--- src/rtl/keypad_scanner_pkg.sv ---
// Shared definitions for the 4x4 matrix keypad scanner and its consumers:
// FSM encoding, keypad geometry and key-code to legend mapping.
package keypad_scanner_pkg;

  localparam int NUM_ROWS = 4;
  localparam int NUM_COLS = 4;
  localparam int ROW_W    = 2;
  localparam int COL_W    = 2;

  typedef enum logic [1:0] {
    ST_SCAN     = 2'd0,
    ST_DEBOUNCE = 2'd1,
    ST_HELD     = 2'd2,
    ST_RELEASE  = 2'd3
  } scan_state_e;

  // Physical legend printed on the lab keypad, indexed by row*4 + col.
  function automatic logic [7:0] key_legend(input logic [3:0] code);
    logic [7:0] ch;
    case (code)
      4'd0:    ch = "1";
      4'd1:    ch = "2";
      4'd2:    ch = "3";
      4'd3:    ch = "A";
      4'd4:    ch = "4";
      4'd5:    ch = "5";
      4'd6:    ch = "6";
      4'd7:    ch = "B";
      4'd8:    ch = "7";
      4'd9:    ch = "8";
      4'd10:   ch = "9";
      4'd11:   ch = "C";
      4'd12:   ch = "*";
      4'd13:   ch = "0";
      4'd14:   ch = "#";
      default: ch = "D";
    endcase
    return ch;
  endfunction

endpackage

--- src/rtl/keypad_scanner_sync2.sv ---
// Two-flop synchronizer for asynchronous level inputs; resets to RST_VAL so
// pulled-up lines read idle straight out of reset.
module sync2
  import keypad_scanner_pkg::*;
#(
  parameter int           W       = NUM_ROWS,
  parameter logic [W-1:0] RST_VAL = '1
) (
  input  logic         clk,
  input  logic         rst,
  input  logic [W-1:0] d_i,
  output logic [W-1:0] q_o
);

  logic [W-1:0] meta_q;
  logic [W-1:0] sync_q;

  always_ff @(posedge clk) begin
    if (rst) begin
      meta_q <= RST_VAL;
      sync_q <= RST_VAL;
    end else begin
      meta_q <= d_i;
      sync_q <= meta_q;
    end
  end

  assign q_o = sync_q;

endmodule

--- src/rtl/keypad_scanner.sv ---
// 4x4 matrix keypad scanner: walks an active-low column strobe on each scan
// tick, debounces press and release, and reports one event per accepted key.
module keypad_scanner
  import keypad_scanner_pkg::*;
#(
  parameter int DEBOUNCE_TICKS = 20,
  parameter int CNT_W          = 8
) (
  input  logic       clk,
  input  logic       rst,
  input  logic       tick_1khz,
  input  logic [3:0] row_in,
  output logic [3:0] col_out,
  output logic [3:0] key_code,
  output logic       key_valid,
  output logic       key_held
);

  localparam logic [CNT_W-1:0] CNT_MAX = CNT_W'(DEBOUNCE_TICKS);

  scan_state_e      state_q, state_d;
  logic [COL_W-1:0] col_q, col_d;
  logic [ROW_W-1:0] row_idx_q, row_idx_d;
  logic [CNT_W-1:0] cnt_q, cnt_d;
  logic [3:0]       code_q, code_d;
  logic             valid_q, valid_d;
  logic             held_q, held_d;

  logic [NUM_ROWS-1:0] row_s;
  logic [ROW_W-1:0]    first_low;
  logic                all_high;
  logic [CNT_W-1:0]    cnt_inc;

  sync2 #(.W(NUM_ROWS), .RST_VAL({NUM_ROWS{1'b1}})) u_row_sync (
    .clk (clk),
    .rst (rst),
    .d_i (row_in),
    .q_o (row_s)
  );

  // Lowest-numbered low row wins when several keys share the column.
  always_comb begin
    first_low = '0;
    for (int i = NUM_ROWS - 1; i >= 0; i--) begin
      if (!row_s[i]) first_low = ROW_W'(i);
    end
  end

  assign all_high = &row_s;
  assign cnt_inc  = (cnt_q >= CNT_MAX) ? CNT_MAX : cnt_q + 1'b1;

  always_comb begin
    state_d   = state_q;
    col_d     = col_q;
    row_idx_d = row_idx_q;
    cnt_d     = cnt_q;
    code_d    = code_q;
    valid_d   = 1'b0;
    held_d    = held_q;
    if (tick_1khz) begin
      case (state_q)
        ST_SCAN: begin
          if (all_high) begin
            col_d = col_q + 1'b1;
          end else begin
            row_idx_d = first_low;
            cnt_d     = CNT_W'(1);
            state_d   = ST_DEBOUNCE;
          end
        end
        ST_DEBOUNCE: begin
          if (!row_s[row_idx_q]) begin
            cnt_d = cnt_inc;
            if (cnt_inc == CNT_MAX) begin
              code_d  = {row_idx_q, col_q};
              valid_d = 1'b1;
              held_d  = 1'b1;
              state_d = ST_HELD;
            end
          end else begin
            cnt_d   = '0;
            col_d   = col_q + 1'b1;
            state_d = ST_SCAN;
          end
        end
        ST_HELD: begin
          if (all_high) begin
            cnt_d   = CNT_W'(1);
            state_d = ST_RELEASE;
          end
        end
        ST_RELEASE: begin
          if (all_high) begin
            cnt_d = cnt_inc;
            if (cnt_inc == CNT_MAX) begin
              cnt_d   = '0;
              held_d  = 1'b0;
              col_d   = col_q + 1'b1;
              state_d = ST_SCAN;
            end
          end else begin
            cnt_d   = '0;
            state_d = ST_HELD;
          end
        end
        default: state_d = ST_SCAN;
      endcase
    end
  end

  always_ff @(posedge clk) begin
    if (rst) begin
      state_q   <= ST_SCAN;
      col_q     <= '0;
      row_idx_q <= '0;
      cnt_q     <= '0;
      code_q    <= '0;
      valid_q   <= 1'b0;
      held_q    <= 1'b0;
    end else begin
      state_q   <= state_d;
      col_q     <= col_d;
      row_idx_q <= row_idx_d;
      cnt_q     <= cnt_d;
      code_q    <= code_d;
      valid_q   <= valid_d;
      held_q    <= held_d;
    end
  end

  // Decoding the column index guarantees exactly one low strobe bit.
  for (genvar gi = 0; gi < NUM_COLS; gi++) begin : g_col
    assign col_out[gi] = (col_q != COL_W'(gi));
  end

  assign key_code  = code_q;
  assign key_valid = valid_q;
  assign key_held  = held_q;

endmodule

--- config.mk ---
export PLATFORM = sky130hd
export DESIGN_NAME = keypad_scanner
export DESIGN_NICKNAME = d
export VERILOG_FILES = /design/src/rtl/keypad_scanner_pkg.sv /design/src/rtl/keypad_scanner_sync2.sv /design/src/rtl/keypad_scanner.sv
export SDC_FILE = /design/constraint.sdc
export NUM_CORES = 1
export LEC_CHECK = 0
export BUFFER_PORTS_ARGS = -buffer_cell sky130_fd_sc_hd__buf_2
export CORE_MARGIN = 2
export CORE_UTILIZATION = 45
export DETAILED_ROUTE_END_ITERATION = 6
export HOLD_SLACK_MARGIN = 0.06
export PLACE_DENSITY = 0.67
export SYNTH_ARGS = -nofsm -noshare
export SYNTH_HDL_FRONTEND = slang
export SYNTH_HIERARCHICAL = 1
export SYNTH_SLANG_ARGS = --single-unit
--- constraint.sdc ---
create_clock -name clk -period 2.2 [get_ports clk]
set_input_delay 0.22 -clock clk [delete_from_list [all_inputs] [get_ports clk]]
set_output_delay 0.22 -clock clk [all_outputs]
set_load 0.05 [all_outputs]
==> qor.yml <==
outcome:
  status: "completed"
logic_synthesis:
  synth_sequential_area_ratio_pct: 45.1
  yosysWarningCount: 6
  synth_area_leaders: "sky130_fd_sc_hd__dfxtp_1, sky130_fd_sc_hd__mux2i_1, sky130_fd_sc_hd__ha_1, sky130_fd_sc_hd__or2_1, sky130_fd_sc_hd__nor2_1"
  synth_cells: 130
  netlist.area_leader.share_pct: 45.1
  yosysUniqueCellTypes: 32
  cell_area_after_synthesis_um2: 1240
  postSynthRegisterBits: 28
  syn_nets: 143
  synthDominantAreaCellType: "sky130_fd_sc_hd__dfxtp_1"
  postSynthAreaPerCell_um2: 9.56
critical_path:
  crit_path_max_incr_delay_ns: 0.41
  setup_slack_reg_to_reg_ns: 0.18
  crit_arrival_ns: 2.26
  critical_path.top_delay_family: "simple AND/OR/NAND/NOR gates"
  crit_buf_inv: 2
  critPathCaptureType: "register"
  worst-endpoint-required_ns: 2.44
  worstPathMaxFanout: 6
  critPathSlowestCell: "sky130_fd_sc_hd__dfxtp_2"
  worstSetupStartpointType: "register"
  worstSetupPathType: "register to register"
  crit_chain: "inv_1 > ha_1 > nand3b_1 > nor4b_2 > nor2_1 > buf_4 > a31oi_1 > o2bb2ai_1"
clock_tree:
  clkLatencyLatePin_ns: 0.33
  clkTransAtPathRegs_ns: 0.16
  numClockSinks: 28
  clock_tree.htree_level_count: 1
  numCtsBuffers: 3
  clock_tree.root_cell: "sky130_fd_sc_hd__clkbuf_4"
  post-cts-setup-buffers: 0
  tritoncts: "built"
  cts_buffer_depth: 2
finish:
  area.growth.synth_to_final_pct: 16.8
  storage_element_area_um2: 562
  multiInputGateArea_um2: 629
  antenna-diode-count: 0
  share_of_layout_cells_above_drive_strength_1_pct: 18.4
  finish.net_count: 166
  filler_cell_count: 269
placement:
  detailed_place_hpwl_mm: 1.60
  place_congestion: 0.857
  numPortBuffers: 16
  post-place-ws_ns: 0.174
timing:
  finalSetupViolCount: 0
  timing_max_transition_violations_final: 0
  unrepaired_setup_endpoints_after_global_routing: "false"
  max_clock_skew_ns: 0.0134
  timing.slew.headroom_pct: 71.0
  pnr_worst_setup_slack_ns: 0.178
  hold_viol: 0
  final_min_period_over_clock_period_pct: 91.9
  final_period_minus_worst_setup_slack_ns: 2.02
  setup_tns_ns: 0
  maxClockFrequency_ghz: 0.495
  transition_time_at_the_pin_with_the_least_slew_margin_ns: 0.432
route:
  m1WireLength_mm: 1.10
  met3RoutedLength_um: 76
  drt_pre_antenna_iters: 4
  top_layer: "met4"
  routed-via-count: 957
  met2RoutedLength_mm: 1.09
  avgViaCountPerCell: 5.23
  drt_iter0_drc: 23
  drt-total-wl_mm: 2.30
  wl_per_cell_um: 12.6
  detail-route-antenna-nets: 0
  remaining_drc_errors: 0
floorplanning:
  initial_core_util_pct: 46.3
  die_w_um: 56.5
  total_die_area_um2: 3200
  fp.coreArea_um2: 2690
  placementRows: 19
  ioPinCount: 17
  height_of_the_die_um: 56.5
grt:
  grt_pass1_wl_mm: 4.02
  grt_pass1_vias: 915
  antenna_found_initial: 0
  track_usage_pct: 16.1
  grt_max_degree: 24
  grt-ovfl-total: 0
worst_hold_path:
  holdCritPathClass: "input port to register"
power_and_ir_drop:
  power.ir.vdd_worst_mv: 0.488
  pwrdens_nw_per_um2: 701
  total_leakage_power_uw: 0.000647
run:
  max_cap_viol_count: 0
[layer usage]
layer	vias to the layer above	global-route usage [%]
met4	0	6.12
li1	490	-
met2	19	25.9
met3	2	3.00
met5	-	0
met1	446	21.3
[synth_stat cells (all sizes together)]
library cell	instances
dfxtp	28
nor2	13
inv	11
nand2	9
mux2i	8
or2	8
ha	6
o21ai	6
a21oi	4
nor3	4
and2	3
clkbuf	3
nand3	3
xor2	3
a211oi	2
nand4	2
nor4b	2
o221a	2
o2bb2ai	2
a21o	1
a31oi	1
mux2	1
mux4	1
nand3b	1
nor3b	1
nor4	1
o21a	1
o22ai	1
o32a	1
o32ai	1
[through the flow]
step | area, um2 | util [%] | power [uW] | cells | hold slack [ns]
6_report | 1450 | 54.0 | 1020 | 183 | 0.190
5_1_grt | 1450 | 54.0 | 1070 | 183 | 0.192
4_1_cts | 1450 | 54.0 | 1020 | 183 | 0.190
3_5_place_dp | 1360 | 50.5 | 681 | 175 | 0.389
3_3_place_gp | 1360 | 50.5 | 676 | 175 | 0.386
2_1_floorplan | 1240 | - | 647 | 130 | 0.317
[cell type report]
class | instances | area share (%)
clock buffer | 3 | 1.55
multi-input combinational | 88 | 43.4
clock inverter | 1 | 2.07
sequential | 28 | 38.7
inverter | 11 | 2.84
timing repair buffer | 21 | 8.79
tap | 31 | 2.67
[timing repair]
item                       in CTS  in global routing
resized for setup               0                  1
hold endpoints to repair        4                  0
hold buffers                    4                  0
setup endpoints to repair       0                  2
[where the power goes]
part | switching (uW) | internal [uW]
Sequential | 21.6 | 525
Clock | 157 | 184
Combinational | 79.7 | 49.9
Total | 258 | 759
[flip-flops by register name (all words and copies together), names as in the netlist]
| name | flops |
|---|---|
| key_valid | 1 |
| col_q | 2 |
| u_row_sync/meta_q | 4 |
| u_row_sync/q_o | 4 |
| cnt_q | 8 |
| state_q | 2 |
| key_code | 4 |
| key_held | 1 |
| row_idx_q | 2 |
[cells by family after synthesis]
kind of cell / share of synthesized area (%)
xor gates and xnor gates: 2.12
buffers and inverters: 4.23
DFF: 45.1
AOI/OAI and AO/OA: 12.5
and+or+nand+nor: 20.8
adders and majority gates: 6.04
muxes: 9.16
[placed cells by master, fill, tap and decap left out, types with 2 or more instances in the layout]
cell type / count
sky130_fd_sc_hd__o21ai_0: 5
sky130_fd_sc_hd__dfxtp_1: 27
sky130_fd_sc_hd__nor2_1: 13
sky130_fd_sc_hd__o221a_2: 2
sky130_fd_sc_hd__inv_1: 11
sky130_fd_sc_hd__mux2i_1: 8
sky130_fd_sc_hd__nor3_1: 4
sky130_fd_sc_hd__or2_1: 8
sky130_fd_sc_hd__buf_2: 16
sky130_fd_sc_hd__a21oi_1: 4
sky130_fd_sc_hd__o2bb2ai_1: 2
sky130_fd_sc_hd__a211oi_1: 2
sky130_fd_sc_hd__nand4_1: 2
sky130_fd_sc_hd__dlygate4sd3_1: 4
sky130_fd_sc_hd__xor2_1: 3
sky130_fd_sc_hd__clkbuf_4: 3
sky130_fd_sc_hd__nand2_1: 9
sky130_fd_sc_hd__ha_1: 6
sky130_fd_sc_hd__nand3_1: 3
sky130_fd_sc_hd__and2_1: 3
[worst min-delay path, delay by kind of cell]
kind,cells,cell delay [ns]
buf+inv,1,0.12
simple gates,1,0.09
compound gates,1,0.06
[worst paths after layout]
| path | to | from | depth (start not counted) |
|---|---|---|---|
| min reg2reg | u_row_sync/q_o[1] | u_row_sync/meta_q[1] | 1 |
| max reg2reg | cnt_q[2] | cnt_q[0] | 8 |
| min | cnt_q[1] | tick_1khz | 3 |
| max | cnt_q[2] | cnt_q[0] | 8 |
Note: power is estimated with default switching activity, not from simulation.
